File: config.mk
export PLATFORM = sky130hd
export DESIGN_NAME = port_reg_arbiter
export DESIGN_NICKNAME = d
export VERILOG_FILES = /design/src/rtl/port_reg_arbiter.sv
export SDC_FILE = /design/constraint.sdc
export NUM_CORES = 1
export LEC_CHECK = 0
export CAP_MARGIN = 15
export CORE_MARGIN = 2
export CORE_UTILIZATION = 44
export DETAILED_ROUTE_END_ITERATION = 7
export PLACE_DENSITY = 0.81
export SYNTH_ARGS = -nofsm -noshare
export SYNTH_HDL_FRONTEND = slang
export SYNTH_SLANG_ARGS = --single-unit
export TNS_END_PERCENT = 5
File: constraint.sdc
create_clock -name clk -period 4.3 [get_ports clk]
set_clock_uncertainty 0.1 [all_clocks]
set_input_delay 0.645 -clock clk [delete_from_list [all_inputs] [get_ports clk]]
set_output_delay 0.645 -clock clk [all_outputs]
set_load 0.01 [all_outputs]
File: src/rtl/port_reg_arbiter.sv
// Round-robin arbiter sharing one register-update bus among NPORT requesters.
// One transaction in flight; a watchdog aborts it if reg_ack never arrives.
module port_reg_arbiter #(
    parameter int NPORT   = 4,
    parameter int TIMEOUT = 255
) (
    input  logic                clk,
    input  logic                rst,
    input  logic [NPORT*7-1:0]  req_addr,
    input  logic [NPORT*16-1:0] req_din,
    input  logic [NPORT-1:0]    req,
    output logic [NPORT-1:0]    ack,
    output logic [6:0]          reg_addr,
    output logic [15:0]         reg_din,
    output logic                reg_req,
    input  logic                reg_ack,
    output logic [2:0]          grant_id,
    output logic                busy,
    output logic [7:0]          err_cnt
);

    typedef enum logic [1:0] {
        S_IDLE,
        S_WAIT,
        S_ACK,
        S_GAP
    } state_t;

    localparam logic [2:0]       LAST_PORT = 3'(NPORT - 1);
    localparam logic [3:0]       NPORT_W   = 4'(NPORT);
    localparam logic [15:0]      WD_LAST   = 16'(TIMEOUT - 1);
    localparam logic [NPORT-1:0] ACK_ONE   = {{(NPORT-1){1'b0}}, 1'b1};

    state_t            r_state;
    state_t            w_state_nxt;
    logic [NPORT-1:0]  r_ack;
    logic [NPORT-1:0]  w_ack_nxt;
    logic [6:0]        r_addr;
    logic [6:0]        w_addr_nxt;
    logic [15:0]       r_din;
    logic [15:0]       w_din_nxt;
    logic              r_reg_req;
    logic              w_reg_req_nxt;
    logic [2:0]        r_grant;
    logic [2:0]        w_grant_nxt;
    logic              r_busy;
    logic              w_busy_nxt;
    logic [7:0]        r_err;
    logic [7:0]        w_err_nxt;
    logic [15:0]       r_wdog;
    logic [15:0]       w_wdog_nxt;

    // Ports padded to 8 so a 3-bit index is always in range.
    logic [7:0]        w_req_pad;
    logic [6:0]        w_addr_arr [8];
    logic [15:0]       w_din_arr  [8];

    for (genvar g = 0; g < 8; g++) begin : g_pad
        if (g < NPORT) begin : g_on
            assign w_req_pad[g]  = req[g];
            assign w_addr_arr[g] = req_addr[7*g +: 7];
            assign w_din_arr[g]  = req_din[16*g +: 16];
        end else begin : g_off
            assign w_req_pad[g]  = 1'b0;
            assign w_addr_arr[g] = '0;
            assign w_din_arr[g]  = '0;
        end
    end

    // Search starts one past the last grant and wraps NPORT-1 -> 0.
    logic [3:0] w_rr_idx;
    logic [2:0] w_winner;
    logic       w_found;

    always_comb begin
        w_found  = 1'b0;
        w_winner = r_grant;
        w_rr_idx = '0;
        for (int k = 1; k <= NPORT; k++) begin
            w_rr_idx = {1'b0, r_grant} + 4'(k);
            if (w_rr_idx >= NPORT_W) begin
                w_rr_idx = w_rr_idx - NPORT_W;
            end
            if (!w_found && w_req_pad[w_rr_idx[2:0]]) begin
                w_found  = 1'b1;
                w_winner = w_rr_idx[2:0];
            end
        end
    end

    logic [NPORT-1:0] w_ack_sel;
    assign w_ack_sel = ACK_ONE << r_grant;

    always_comb begin
        w_state_nxt   = r_state;
        w_ack_nxt     = '0;
        w_addr_nxt    = r_addr;
        w_din_nxt     = r_din;
        w_reg_req_nxt = r_reg_req;
        w_grant_nxt   = r_grant;
        w_busy_nxt    = r_busy;
        w_err_nxt     = r_err;
        w_wdog_nxt    = r_wdog;
        unique case (r_state)
            S_IDLE: begin
                if (w_found) begin
                    w_grant_nxt   = w_winner;
                    w_addr_nxt    = w_addr_arr[w_winner];
                    w_din_nxt     = w_din_arr[w_winner];
                    w_reg_req_nxt = 1'b1;
                    w_busy_nxt    = 1'b1;
                    w_wdog_nxt    = '0;
                    w_state_nxt   = S_WAIT;
                end
            end
            S_WAIT: begin
                // A real acknowledge beats a simultaneous watchdog expiry.
                if (reg_ack) begin
                    w_reg_req_nxt = 1'b0;
                    w_ack_nxt     = w_ack_sel;
                    w_state_nxt   = S_ACK;
                end else if (r_wdog == WD_LAST) begin
                    w_reg_req_nxt = 1'b0;
                    w_ack_nxt     = w_ack_sel;
                    if (r_err != 8'hFF) begin
                        w_err_nxt = r_err + 8'd1;
                    end
                    w_state_nxt   = S_ACK;
                end else begin
                    w_wdog_nxt = r_wdog + 16'd1;
                end
            end
            S_ACK: begin
                w_state_nxt = S_GAP;
            end
            S_GAP: begin
                w_busy_nxt  = 1'b0;
                w_state_nxt = S_IDLE;
            end
            default: begin
                w_state_nxt = S_IDLE;
            end
        endcase
    end

    always_ff @(posedge clk or posedge rst) begin
        if (rst) begin
            r_state   <= S_IDLE;
            r_ack     <= '0;
            r_addr    <= '0;
            r_din     <= '0;
            r_reg_req <= 1'b0;
            r_grant   <= LAST_PORT;
            r_busy    <= 1'b0;
            r_err     <= '0;
            r_wdog    <= '0;
        end else begin
            r_state   <= w_state_nxt;
            r_ack     <= w_ack_nxt;
            r_addr    <= w_addr_nxt;
            r_din     <= w_din_nxt;
            r_reg_req <= w_reg_req_nxt;
            r_grant   <= w_grant_nxt;
            r_busy    <= w_busy_nxt;
            r_err     <= w_err_nxt;
            r_wdog    <= w_wdog_nxt;
        end
    end

    assign ack      = r_ack;
    assign reg_addr = r_addr;
    assign reg_din  = r_din;
    assign reg_req  = r_reg_req;
    assign grant_id = r_grant;
    assign busy     = r_busy;
    assign err_cnt  = r_err;

endmodule

==> summary.md <==
### Global route
* **largest net degree at the start of global routing** 35
* **number of global-route vias before repair** 3283
* **number of antenna violations at the first check in global routing** 0
* **final global-route overflow total** 0
* **Tot GR Track Use** 0.2338
* **global-route wire length before repair** 16.06 mm

### Final layout
* **count of antenna diodes in the layout** 0
* **Final Net Count** 595
* **Area Overhead vs Synth** 48.47%
* **design area** 0.005278 mm2
* **fraction of layout instances using a drive strength above 1** 0.08008

### STA
* **period utilisation layout** 0.8747
* **remaining max-slew budget at the tightest pin** 0.3342
* **post-route setup TNS** 0 ps
* **final critical-path required period** 3761 ps
* **Fmax** 265.9 MHz
* **Fin Hold WS** 394.4 ps
* **setup repair after global routing missed its margin** no
* **number of endpoints failing setup at the final stage** 0
* **worst setup margin** 538.7 ps
* **Final Hold Violating Endpoints** 0
* **measured slew at the worst slew-check pin** 998.7 ps
* **Final Slew Violations** 0

### Synth
* **register area share after synthesis** 0.4090
* **synth unique cells** 48
* **post-synthesis instance total** 344
* **number of flip-flops and latches in the synthesized netlist** 58
* **post-synthesis instance area** 0.003555 mm2
* **warning count from the yosys run** 0
* **post-synthesis area per instance** 10.33 um2
* **total nets after synthesis** 457

### Worst setup path
* **launching element type of the critical path** flip-flop
* **Critical R2R Capture** reg_din[13]
* **peak fanout along the critical path** 29
* **worst reg2reg startpoint** grant_id[0]
* **Register-to-Register Setup Slack** 540 ps
* **data required time at the worst endpoint** 4360 ps
* **Worst Reg2Reg Path Length in Cells** 9
* **critical path class** reg2reg
* **crit path capture type** flip-flop
* **CP arrival** 3820 ps

### Placed design
* **cell area reported after detailed placement** 0.005026 mm2
* **post-place setup slack** 642.6 ps
* **HPWL after DPL** 7.280 mm
* **routability congestion estimate from global placement** 0.8375
* **number of port buffers** 138

### Routing
* **Routed wire per std cell** 16.54 um
* **DRT antenna net count** 0
* **DRC violations left** 0
* **detailed-routing iteration count for the pre-antenna-repair pass** 4
* **per-cell via count in the routed design** 5.587
* **total wire length after detailed routing** 9.744 mm
* **Initial DRC Count** 151
* **vias** 3291

### CTS
* **Clk Tree Root Cell** clkbuf_8
* **count of clock tree sinks** 58
* **TritonCTS clock tree** done
* **CTS Buf Count** 9
* **Clock Pin Slew Worst Setup and Hold Paths** 70 ps
* **CTS hold repair buffers** 0
* **# Post-CTS Setup Buffers** 0
* **clk_lat worst skew** 340 ps
* **H-tree lvl count** 3
* **number of resized instances in the post-cts repair step** 0
* **Clock Path Buffers** 2

### Pwr
* **Cell Pwr Density** 702.2 mW/mm2
* **IR drop worst, VDD** 0.5352 mV
* **total power consumption of the routed design** 3706 uW
* **static leakage** 0.002273 uW

### Worst hold path
* **end of the worst hold path** reg_din[11]
* **number of stages on the worst hold path** 2
* **Worst Hold Launch** reg_din[11]
* **path class of the lowest-slack min-delay path** reg2reg

### Floorplan
* **Die Footprint** 0.008813 mm2
* **standard-cell row count** 32
* **Initial Util** 0.4576
* **ports placed on the boundary** 139
* **die outline width** 93.88 um
* **standard cell core area** 0.007767 mm2
* **die outline height** 93.88 um

### Status
* **outcome** finished, final reports clean

### Job
* **total of max-cap violations** 0

[logic make-up (layout without fill, tap and decap cells)]
| group | Yosys count | in the layout | synth area share |
|---|---|---|---|
| buffers and inverters | 27 | 170 | 0.04048 |
| xor gates and xnor gates | 14 | 14 | 0.03978 |
| muxes | 55 | 55 | 0.1686 |
| DFF | 58 | 58 | 0.4090 |
| AOI/OAI and AO/OA | 69 | 69 | 0.1422 |
| and+or+nand+nor | 107 | 107 | 0.1507 |
| adders and majority gates | 14 | 14 | 0.04928 |
[sequential cells by signal, summed over array words and instances (netlist names)]
signal	flops
err_cnt	8
r_wdog	16
r_state	2
reg_addr	7
ack	4
busy	1
grant_id	3
reg_req	1
reg_din	16
[per-layer routing]
layer	GRT usage	part of all wire	routed length, um
met1	0.2898	0.42	4071
met2	0.3821	0.49	4815
met3	0.07865	0.074	723
met4	0.07971	0.014	133
met5	0	0	0
[power by group]
part	total [uW]	internal, uW	switching (uW)
clock network	636	415	221
registers	846	718	128
logic	2220	1100	1120
[cells in the mapped netlist (all sizes together)]
master	count	area share
a2111oi	2	0.0049
a211oi	3	0.0063
a21o	2	0.0063
a21oi	11	0.015
a222oi	1	0.0028
a22o	1	0.0025
and2	3	0.0053
and3	5	0.0088
and4	2	0.0049
and4b	1	0.0028
buf	10	0.023
clkbuf	7	0.0074
dfrtp	56	0.39
dfstp	2	0.015
ha	14	0.049
inv	10	0.011
mux2	6	0.019
mux2i	46	0.13
mux4	3	0.020
nand2	44	0.046
nand2b	5	0.0088
nand3	7	0.0099
nand4	7	0.012
nor2	16	0.017
nor2b	3	0.0053
nor3	1	0.0014
nor3b	3	0.0063
nor4	1	0.0018
o2111a	1	0.0032
o211a	1	0.0028
o21a	1	0.0021
o21ai	16	0.024
o221ai	23	0.057
o31ai	5	0.011
o41ai	2	0.0049
or3	2	0.0035
or4	5	0.011
or4b	2	0.0056
xnor2	13	0.037
xor2	1	0.0025
[cell type report]
type	count	area (um2)
well taps	102	127.6
clock buffers	11	151.4
multi-input cells	259	1968
inverters	10	37.54
flip-flops and latches	58	1454
repair buffers	144	1439
clock inverters	5	100.1
fillers	598	2490
[per-stage QoR]
stage | cells | utilization
floorplan | 344 | -
global placement | 573 | 0.6471
detailed placement | 573 | 0.6471
CTS | 589 | 0.6794
global route | 589 | 0.6794
finish | 589 | 0.6794
[worst max-delay path, stage by stage (launching register included)]
cell and delay [ps]:
dfstp_2 690, inv_1 240, ha_1 460, mux4_2 550
nand2_1 120, o21ai_2 110, xnor2_4 550, buf_12 300
mux2i_1 270, o221ai_1 160
[placed cells by master (no fill, tap or decap), types with 11 or more instances in the layout]
cell               n
clkdlybuf4s50_1  138
dfrtp_1           56
mux2i_1           46
nand2_1           44
o221ai_1          23
nor2_1            16
ha_1              14
xnor2_1           12
a21oi_1           11
clkbuf_8          11
[worst max-delay path by stage]
| stage | to | slack, ps | depth (start not counted) | start |
|---|---|---|---|---|
| 2_1_floorplan | r_state[1] | 1030 | 9 | grant_id[0] |
| 3_3_place_gp | reg_addr[0] | 770 | 9 | grant_id[0] |
| 3_5_place_dp | reg_din[14] | 640 | 9 | grant_id[0] |
| 4_1_cts | reg_din[13] | 560 | 9 | grant_id[0] |
| 5_1_grt | reg_din[13] | 380 | 9 | grant_id[0] |
| 6_report | reg_din[13] | 540 | 9 | grant_id[0] |
Note: power is estimated with default switching activity, not from simulation.
